## src/rtl/gnr_attractor_ctrl.sv

```systemverilog
// Purpose : sweeps a range of initial states through a shared GRN node array, running
//           Floyd cycle detection per state; s0 = tortoise (odd starts), s1 = hare (every start).
// Latency : per run 1 (LOAD) + 2 per step (RUN/CHECK) + REPORT handshake; a sweep ends with a 1-cycle done.
// Backpr. : result held on res_* with res_valid until res_ready; the sweep stalls meanwhile.
//
// Ports: clk/rst (async active-low); cfg_start/cfg_init_first/cfg_init_count/cfg_max_steps
//        sweep configuration; busy/done status; reset_nos/start_s0/start_s1/init_vec drive
//        the nodes; s0_vec/s1_vec are node outputs; res_valid/res_ready/res_init/res_steps/
//        res_timeout form the result port.
module gnr_attractor_ctrl #(
    parameter int N_NODES = 4,
    parameter int STEP_W  = 16
) (
    input  logic               clk,
    input  logic               rst,
    input  logic               cfg_start,
    input  logic [N_NODES-1:0] cfg_init_first,
    input  logic [N_NODES:0]   cfg_init_count,
    input  logic [STEP_W-1:0]  cfg_max_steps,
    output logic               busy,
    output logic               done,
    output logic               reset_nos,
    output logic               start_s0,
    output logic               start_s1,
    output logic [N_NODES-1:0] init_vec,
    input  logic [N_NODES-1:0] s0_vec,
    input  logic [N_NODES-1:0] s1_vec,
    output logic               res_valid,
    input  logic               res_ready,
    output logic [N_NODES-1:0] res_init,
    output logic [STEP_W-1:0]  res_steps,
    output logic               res_timeout
);

    typedef enum logic [2:0] {
        S_IDLE   = 3'd0,
        S_LOAD   = 3'd1,
        S_RUN    = 3'd2,
        S_CHECK  = 3'd3,
        S_REPORT = 3'd4,
        S_FIN    = 3'd5
    } state_t;

    state_t             r_state;
    state_t             w_next;
    logic [N_NODES-1:0] r_cur_init;
    logic [N_NODES:0]   r_remaining;
    logic [STEP_W-1:0]  r_max;
    logic [STEP_W-1:0]  r_step_cnt;
    logic               r_busy;
    logic               r_done;
    logic               r_reset_nos;
    logic               r_start_s0;
    logic               r_start_s1;
    logic               r_res_valid;
    logic [N_NODES-1:0] r_res_init;
    logic [STEP_W-1:0]  r_res_steps;
    logic               r_res_timeout;

    logic               w_even;
    logic               w_meet;
    logic               w_limit;
    logic               w_hs;

    // Copies only line up as f^m / f^2m after an even number of starts;
    // at odd counts (step 1 in particular) they can agree spuriously.
    assign w_even  = ~r_step_cnt[0] && (r_step_cnt >= STEP_W'(2));
    assign w_meet  = w_even && (s0_vec == s1_vec);
    // >= so that a forced max of 0 still stops at the first check (step 1).
    assign w_limit = (r_step_cnt >= r_max);
    assign w_hs    = r_res_valid && res_ready;

    always_comb begin
        w_next = r_state;
        case (r_state)
            S_IDLE:   if (cfg_start) w_next = (cfg_init_count == '0) ? S_FIN : S_LOAD;
            S_LOAD:   w_next = S_RUN;
            S_RUN:    w_next = S_CHECK;
            S_CHECK:  w_next = (w_meet || w_limit) ? S_REPORT : S_RUN;
            S_REPORT: if (w_hs) w_next = (r_remaining == (N_NODES+1)'(1)) ? S_FIN : S_LOAD;
            S_FIN:    w_next = S_IDLE;
            default:  w_next = S_IDLE;
        endcase
    end

    always_ff @(posedge clk or negedge rst) begin
        if (!rst) begin
            r_state       <= S_IDLE;
            r_cur_init    <= '0;
            r_remaining   <= '0;
            r_max         <= '0;
            r_step_cnt    <= '0;
            r_busy        <= 1'b0;
            r_done        <= 1'b0;
            r_reset_nos   <= 1'b0;
            r_start_s0    <= 1'b0;
            r_start_s1    <= 1'b0;
            r_res_valid   <= 1'b0;
            r_res_init    <= '0;
            r_res_steps   <= '0;
            r_res_timeout <= 1'b0;
        end else begin
            r_state     <= w_next;
            // Control strobes are decoded from the next state so they are
            // registered yet aligned with the state they belong to.
            r_reset_nos <= (w_next == S_LOAD);
            r_start_s1  <= (w_next == S_RUN);
            // Counter is unchanged between entering RUN and the start it issues,
            // so an even count now means this start is odd-numbered.
            r_start_s0  <= (w_next == S_RUN) && ~r_step_cnt[0];
            r_done      <= (w_next == S_FIN);
            r_res_valid <= (w_next == S_REPORT);

            if (r_state == S_IDLE && cfg_start) begin
                r_cur_init  <= cfg_init_first;
                r_remaining <= cfg_init_count;
                r_max       <= {cfg_max_steps[STEP_W-1:1], 1'b0};
                r_busy      <= 1'b1;
            end
            if (r_state == S_FIN) begin
                r_busy <= 1'b0;
            end

            if (w_next == S_LOAD) begin
                r_step_cnt <= '0;
            end else if (r_state == S_RUN) begin
                r_step_cnt <= r_step_cnt + STEP_W'(1);
            end

            if (r_state == S_CHECK && w_next == S_REPORT) begin
                r_res_init    <= r_cur_init;
                r_res_steps   <= r_step_cnt;
                r_res_timeout <= ~w_meet;
            end

            if (r_state == S_REPORT && w_hs && r_remaining != (N_NODES+1)'(1)) begin
                r_cur_init  <= r_cur_init + N_NODES'(1);
                r_remaining <= r_remaining - (N_NODES+1)'(1);
            end
        end
    end

    assign busy        = r_busy;
    assign done        = r_done;
    assign reset_nos   = r_reset_nos;
    assign start_s0    = r_start_s0;
    assign start_s1    = r_start_s1;
    assign init_vec    = r_cur_init;
    assign res_valid   = r_res_valid;
    assign res_init    = r_res_init;
    assign res_steps   = r_res_steps;
    assign res_timeout = r_res_timeout;

endmodule
```

## config.mk

```make
export PLATFORM = sky130hd
export DESIGN_NAME = gnr_attractor_ctrl
export DESIGN_NICKNAME = d
export VERILOG_FILES = /design/src/rtl/gnr_attractor_ctrl.sv
export SDC_FILE = /design/constraint.sdc
export NUM_CORES = 1
export LEC_CHECK = 0
export CAP_MARGIN = 0
export CELL_PAD_IN_SITES_DETAIL_PLACEMENT = 1
export CELL_PAD_IN_SITES_GLOBAL_PLACEMENT = 1
export CORE_ASPECT_RATIO = 0.8
export CORE_MARGIN = 3
export CORE_UTILIZATION = 40
export CTS_CLUSTER_SIZE = 24
export DETAILED_ROUTE_END_ITERATION = 10
export GPL_ROUTABILITY_DRIVEN = 0
export PLACE_DENSITY_LB_ADDON = 0.05
export SLEW_MARGIN = 10
export SYNTH_ARGS = -nofsm -noshare
export SYNTH_HDL_FRONTEND = slang
export SYNTH_SLANG_ARGS = --single-unit
```

## constraint.sdc

```tcl
create_clock -name clk -period 2.4 [get_ports clk]
set_input_delay 0.48 -clock clk [delete_from_list [all_inputs] [get_ports clk]]
set_output_delay 0.48 -clock clk [all_outputs]
set_load 0.005 [all_outputs]
```

==> metrics.md, run 1 <==
| Metric | Value |
|---|---|
| Outcome | finished clean |
| Unique masters post-synth | 49 |
| Post-synth EDFFs | 0 |
| Post-DP HPWL | 6880 um |
| Clock latency on the worst-skew pair | 0.36 ns |
| Die width | 111 um |
| Worst-path clk slew | 0.08 ns |
| First-pass GRT wire length | 16000 um |
| Gr ovfl total | 0 |
| Storage element area | 0.00175 mm2 |
| Avg Cell Area, Syn | 10.7 um2 |
| Clk root buf | clkbuf_8 |
| Core area | 0.00824 mm2 |
| CP endpoint kind | flop |
| Hold Vio Cnt, Final | 0 |
| Largest net degree at the start of global routing | 34 |
| Post-DP Area | 0.00452 mm2 |
| Synth Register Bits | 70 |
| Antenna violations before repair | 0 |
| Pwr dens | 1190 mW/mm2 |
| Pleak | 2.17 nW |
| Post-synthesis compound-gate area fraction | 9.91% |
| Worst slew pin tran | 0.614 ns |
| WL per Instance | 18.2 um |
| Total vias in the final route | 2873 |
| Final Skew | 0.0123 ns |
| Final setup viols | 0 |
| Layout cells sized above 1 | 22.3% |
| Inserted Clock Buffers | 9 |
| Via density | 5.25 |
| Metal2 WL | 4800 um |
| Top layer in use | met4 |
| DRC Markers | 0 |
| # clock sinks | 70 |
| Area of the multi-input gates | 0.00169 mm2 |
| H-tree depth | 3 |
| Die Ht | 89.8 um |
| Hold crit path type | input pin to async pin |
| Cell taking the most area after synthesis | dfrtp_1 |
| Routed met3 length | 428 um |
| Main combinational cell family by area after synthesis | simple AND/OR/NAND/NOR gates |
| Layout Nets | 490 |
| R2r startpoint | r_step_cnt[12] |
| Port Buf Inserts | 66 |
| Routed Antenna Nets | 0 |
| Clock tree buffer depth | 2 |
| Type of origin of the critical path | flop |
| Total power | 0.00587 W |
| Sequential area share after synthesis | 49.9% |
| Post-route insts no fill | 547 |
| Post-layout instance area | 0.00491 mm2 |
| Post-Synthesis Cells | 329 |
| Synth top area share | 49.9% |
| IO Pins | 68 |
| Met1 Wirelength | 4590 um |
| Top FF cell, synth | dfrtp_1 |
| Initial Utilization | 42.6% |
| Peak fanout along the critical path | 5 |
| Synth Cell Area | 0.00351 mm2 |
| Drt pass-1 iters | 4 |
| Fmax | 0.425 GHz |
| Worst setup startpoint | r_step_cnt[12] |
| Slew headroom | 59.1% |
| Xor-xnor portion of the synthesized cell area | 4.74% |
| Worst-case reg-to-reg path depth | 9 |
| Critical Path RT | 2.65 ns |
| Area Growth Syn to Fin | 40.0% |
| Gr usage total | 19.9% |
| Post-Place Cells | 525 |
| Synth Area in Adders | 6.77% |
| CTS tree | done |
| Period utilization | 98.0% |
| Max-slew violation count | 0 |
| Simple-Gate Fraction of Synth Area | 18.6% |
| Max-cap violations | 0 |
| Worst EP arrival | 2.60 ns |
| ANT cells | 0 |
| Maximum vdd drop | 524 uV |
| Total Wirelength | 9940 um |
| Fin crit period | 2.35 ns |
| Synthesized net count | 385 |
| Area contributors post-synth | dfrtp_1 (50%), ha_1 (6.8%), mux2_2 (6.1%) |
| Ys async rst share | 100% |
| Setup CP Type | flop to flop |
| Synth warn | 0 |
| Row count | 29 |
| Drt first-iter violations | 85 |
| Vias in the first global route | 3146 |
| Post-synthesis mux area share | 6.09% |
| Fillers | 884 |
| Hold-fix buffers, CTS | 0 |
| Full die area | 0.00994 mm2 |
-- state kept, by name (all words and copies together), names as in the netlist, 3 cells and up --
signal / count
r_step_cnt: 16
res_steps: 16
r_max: 15
r_remaining: 5
init_vec: 4
res_init: 4
r_state: 3
-- cells in the final DEF (no fill, tap or decap), types with 2 or more instances in the layout --
master            n
buf_4            34
mux2_4            3
clkdlybuf4s50_1  65
bufinv_16         3
nor2_2            2
nand4bb_1         2
ha_1             15
nor4_1            4
buf_12            3
inv_1            21
nand2b_1          3
and4_1            2
ha_4              4
a21oi_1          11
mux2_2           16
nand2_1          37
o211ai_1          2
a31oi_1           2
nor2b_1           2
nor3_1            6
nor2_1           15
or2_2             2
a211oi_1          2
clkbuf_8         10
nor2_4           10
nand3_1          11
nor3b_1           2
xnor2_1           4
a221o_1           2
a21o_1            2
xor2_1           15
nand4_1           9
o21ai_0          22
dfrtp_1          70
-- cells in the mapped netlist (9+ instances only) --
| library cell | n |
|---|---|
| o21ai_0 | 22 |
| dfrtp_1 | 70 |
| nor2_1 | 16 |
| ha_1 | 19 |
| a21oi_1 | 11 |
| nand2_1 | 37 |
| nor2_4 | 10 |
| inv_1 | 21 |
| mux2_2 | 19 |
| nand4_1 | 9 |
| nand3_1 | 11 |
| xor2_1 | 15 |
-- where the power goes --
part / internal (W) / switching (W) / total [W]
combinational: 0.00138 / 0.00125 / 0.00262
sequential: 0.00166 / 0.000387 / 0.00205
clock: 0.000721 / 0.000471 / 0.00119
-- layout make-up --
class                      count  share of cell area, %
clock inverter                 5                   2.16
tap                          108                   2.75
sequential                    70                   35.7
clock buffer                  11                   2.88
timing repair buffer         105                   20.5
multi-input combinational    227                   34.5
inverter                      21                   1.60
-- what timing repair did --
action / CTS / global route
resized for setup: 1 / 9
pin swaps: 1 / 3
cloned: 0 / 2
endpoints found under the setup margin: 10 / 20
buffers inserted: 0 / 4
-- cell families (layout without fill, tap and decap cells) --
| group | Yosys count | after routing |
|---|---|---|
| simple gates | 116 | 116 |
| flops | 70 | 70 |
| compound gates | 54 | 54 |
| buf+inv | 32 | 142 |
| fa+ha+maj | 19 | 19 |
| xor+xnor | 19 | 19 |
| mux | 19 | 19 |
-- final timing paths --
check	slack, ns	end
max in group asynchronous	1.64	r_state[2]
setup / recovery	0.05	res_steps[14]
hold reg to reg	0.50	res_timeout
min in group clk	0.50	res_timeout
setup reg to reg	0.05	res_steps[14]
hold / removal	0.13	r_max[4]
-- critical path, cell delays in order, from the launching register on --
cell	delay, ns
dfrtp_1	0.43
ha_4	0.28
nand4_1	0.19
buf_4	0.21
nor2_2	0.12
a22oi_2	0.10
a41oi_2	0.26
buf_4	0.17
clkbuf_16	0.15
mux2_2	0.32
-- layer usage --
metal | vias to the layer above | GRT usage, %
met5 | - | 0
met4 | 0 | 6.05
met3 | 12 | 4.97
met2 | 61 | 31.5
met1 | 1442 | 26.9
li1 | 1358 | -
-- through the flow --
stage / setup slack (ns) / util [%] / hold WS (ns) / setup TNS, ns
floorplan: 0.264 / - / 0.184 / 0
finish: 0.0470 / 59.7 / 0.127 / 0
CTS: 0.00850 / 58.0 / 0.151 / 0
detailed placement: -0.150 / 54.9 / 0.488 / -2.68
global route: -0.0882 / 59.7 / 0.177 / -1.12
global placement: -0.107 / 54.9 / 0.488 / -1.91
(Power assumes the default switching activity.)
==> inputs of run 2 (changes only) <==
- CAP_MARGIN: 0 -> default
- GPL_ROUTABILITY_DRIVEN: 0 -> default
- PLACE_DENSITY: default -> 0.87
- PLACE_DENSITY_LB_ADDON: 0.05 -> default
==> run 2 against run 1 <==
The run now ends with setup timing left. Hold slack gained 0.0081 ns. Die area is the same. Global-route usage grew 1.6 points. Count of clock-buffer cells in the layout shrank 1. Fmax shrank 2.5%. Combinational power shrank 3%. Non-clock buffer count shrank 6. Register-to-register slack lost 0.06 ns. Utilization shrank 2.2 points. Clock power shrank 19%. Largest cell class unchanged. Largest power group unchanged.
==> metrics.md, run 2 (same netlist as run 1, synthesis figures left out) <==
| Metric | Value |
|---|---|
| Outcome | finished, violations left |
| Failing checks | setup timing |
| Pwr dens | 1180 mW/mm2 |
| ANT cells | 0 |
| Worst slew pin tran | 0.682 ns |
| Clk root buf | clkbuf_8 |
| Area Growth Syn to Fin | 34.8% |
| R2r startpoint | r_step_cnt[11] |
| First-pass GRT wire length | 17200 um |
| Post-DP HPWL | 7180 um |
| IO Pins | 68 |
| Worst EP arrival | 2.64 ns |
| Die width | 111 um |
| Met2 Use GR | 38.1% |
| Worst-case reg-to-reg path depth | 7 |
| H-tree depth | 3 |
| Drt pass-1 iters | 4 |
| Largest net degree at the start of global routing | 71 |
| Post-DP Area | 0.00452 mm2 |
| Final Skew | 0.0107 ns |
| Final setup viols | 7 |
| Reg-to-Reg End | res_steps[3] |
| Fmax | 0.414 GHz |
| Gr usage total | 21.5% |
| Type of origin of the critical path | flop |
| Layout cells sized above 1 | 20.1% |
| Setup CP Type | flop to flop |
| Antenna violations before repair | 0 |
| Initial Utilization | 42.6% |
| Maximum vdd drop | 511 uV |
| CP endpoint kind | flop |
| CTS tree | done |
| Drt first-iter violations | 94 |
| Via density | 5.38 |
| Critical Path RT | 2.63 ns |
| Worst slack, placed | -0.175 ns |
| Max-cap violations | 0 |
| # clock sinks | 70 |
| Gr ovfl total | 0 |
| Reg2reg setup slack | -0.01 ns |
| Layout Nets | 484 |
| Pleak | 2.10 nW |
| Gr busiest metal | met2 |
| Total vias in the final route | 2907 |
| Hold Vio Cnt, Final | 0 |
| Peak fanout along the critical path | 21 |
| Hold crit path type | input pin to async pin |
| Routed Antenna Nets | 0 |
| Total Wirelength | 10400 um |
| Port Buf Inserts | 66 |
| Met1 Usage GRT | 25.7% |
| Met3 usage | 4.70% |
| Post-Place Cells | 524 |
| Clock tree buffer depth | 2 |
| RSZ-0062 raised after global routing | yes |
| Post-route insts no fill | 540 |
| RD Place Congestion | 0.775 |
| Full die area | 0.00994 mm2 |
| Slew headroom | 53.9% |
| Period utilization | 101% |
| Vias in the first global route | 3330 |
| DRC Markers | 0 |
| Commonest non-fill, non-tap cell in the layout | dfrtp_1 |
| Post-layout instance area | 0.00473 mm2 |
| Row count | 29 |
| Max-slew violation count | 0 |
| Commonest non-fill, non-tap cells in the layout | dfrtp_1 (70), clkdlybuf4s50_1 (65), nand2_1 (37) |
| Fin crit period | 2.41 ns |
| Final WS setup | -0.0137 ns |
| Die Ht | 89.8 um |
| WL per Instance | 19.2 um |
| Clock latency on the worst-skew pair | 0.35 ns |
| Core area | 0.00824 mm2 |
| Worst-path clk slew | 0.08 ns |
| Inserted Clock Buffers | 9 |
-- run 2: critical path, cell delays in order, from the launching register on --
cell     delay (ns)
dfrtp_1        0.41
ha_1           0.33
nand4_1        0.19
nor4_1         0.28
o21ai_1        0.16
a41oi_2        0.32
buf_12         0.22
mux2_2         0.35
-- run 2: cell type report --
cell class              instances  area, um2
clock buffers                  10        138
inverters                      21       78.8
well taps                     108        135
fillers                       906       3500
flip-flops and latches         70       1750
multi-input cells             227       1630
repair buffers                 99        941
clock inverters                 5       60.1
-- run 2: worst max path at each step --
stage	startpoint	to	slack, ns	depth (start not counted)
6_report	r_step_cnt[11]	res_steps[3]	-0.01	7
5_1_grt	r_max[15]	res_steps[3]	-0.11	8
4_1_cts	r_max[14]	res_steps[3]	0.01	9
3_5_place_dp	cfg_start	r_step_cnt[3]	-0.18	7
3_3_place_gp	cfg_start	r_step_cnt[2]	-0.07	7
2_1_floorplan	r_step_cnt[14]	res_init[3]	0.26	7
-- run 2: through the flow --
step / total power [W] / hold WS, ns / utilization [%] / TNS, ns
after global routing: 0.00597 / 0.186 / 57.5 / -1.69
after floorplan: 0.00331 / 0.184 / - / 0
after global placement: 0.00430 / 0.485 / 54.8 / -1.05
after detailed placement: 0.00453 / 0.488 / 54.8 / -3.83
final: 0.00557 / 0.135 / 57.5 / -0.0336
after CTS: 0.00559 / 0.166 / 57.3 / 0
-- run 2: timing repair --
item	in CTS	in global routing
hold buffers	0	0
gates resized for setup	1	2
buffers inserted	0	1
setup endpoints to repair	2	21
pin swaps	0	1
-- run 2: power by group --
group	internal [W]	switching, W	total [W]	leakage (nW)
sequential	0.00166	0.000404	0.00207	0.892
clock	0.000502	0.000467	0.000969	0.0866
combinational	0.00128	0.00125	0.00253	1.12
total	0.00344	0.00212	0.00557	2.10
-- run 2: per-layer routing --
layer	share of wire, %	vias up
met4	2.2	0
met5	0	-
met3	4.4	19
met2	51	89
met1	42	1455
li1	-	1344
==> inputs of run 3 (changes only) <==
- CAP_MARGIN: default -> 40
==> results of run 3 <==
Same layout as run 2: the final DEF is identical, and so are final timing and power.
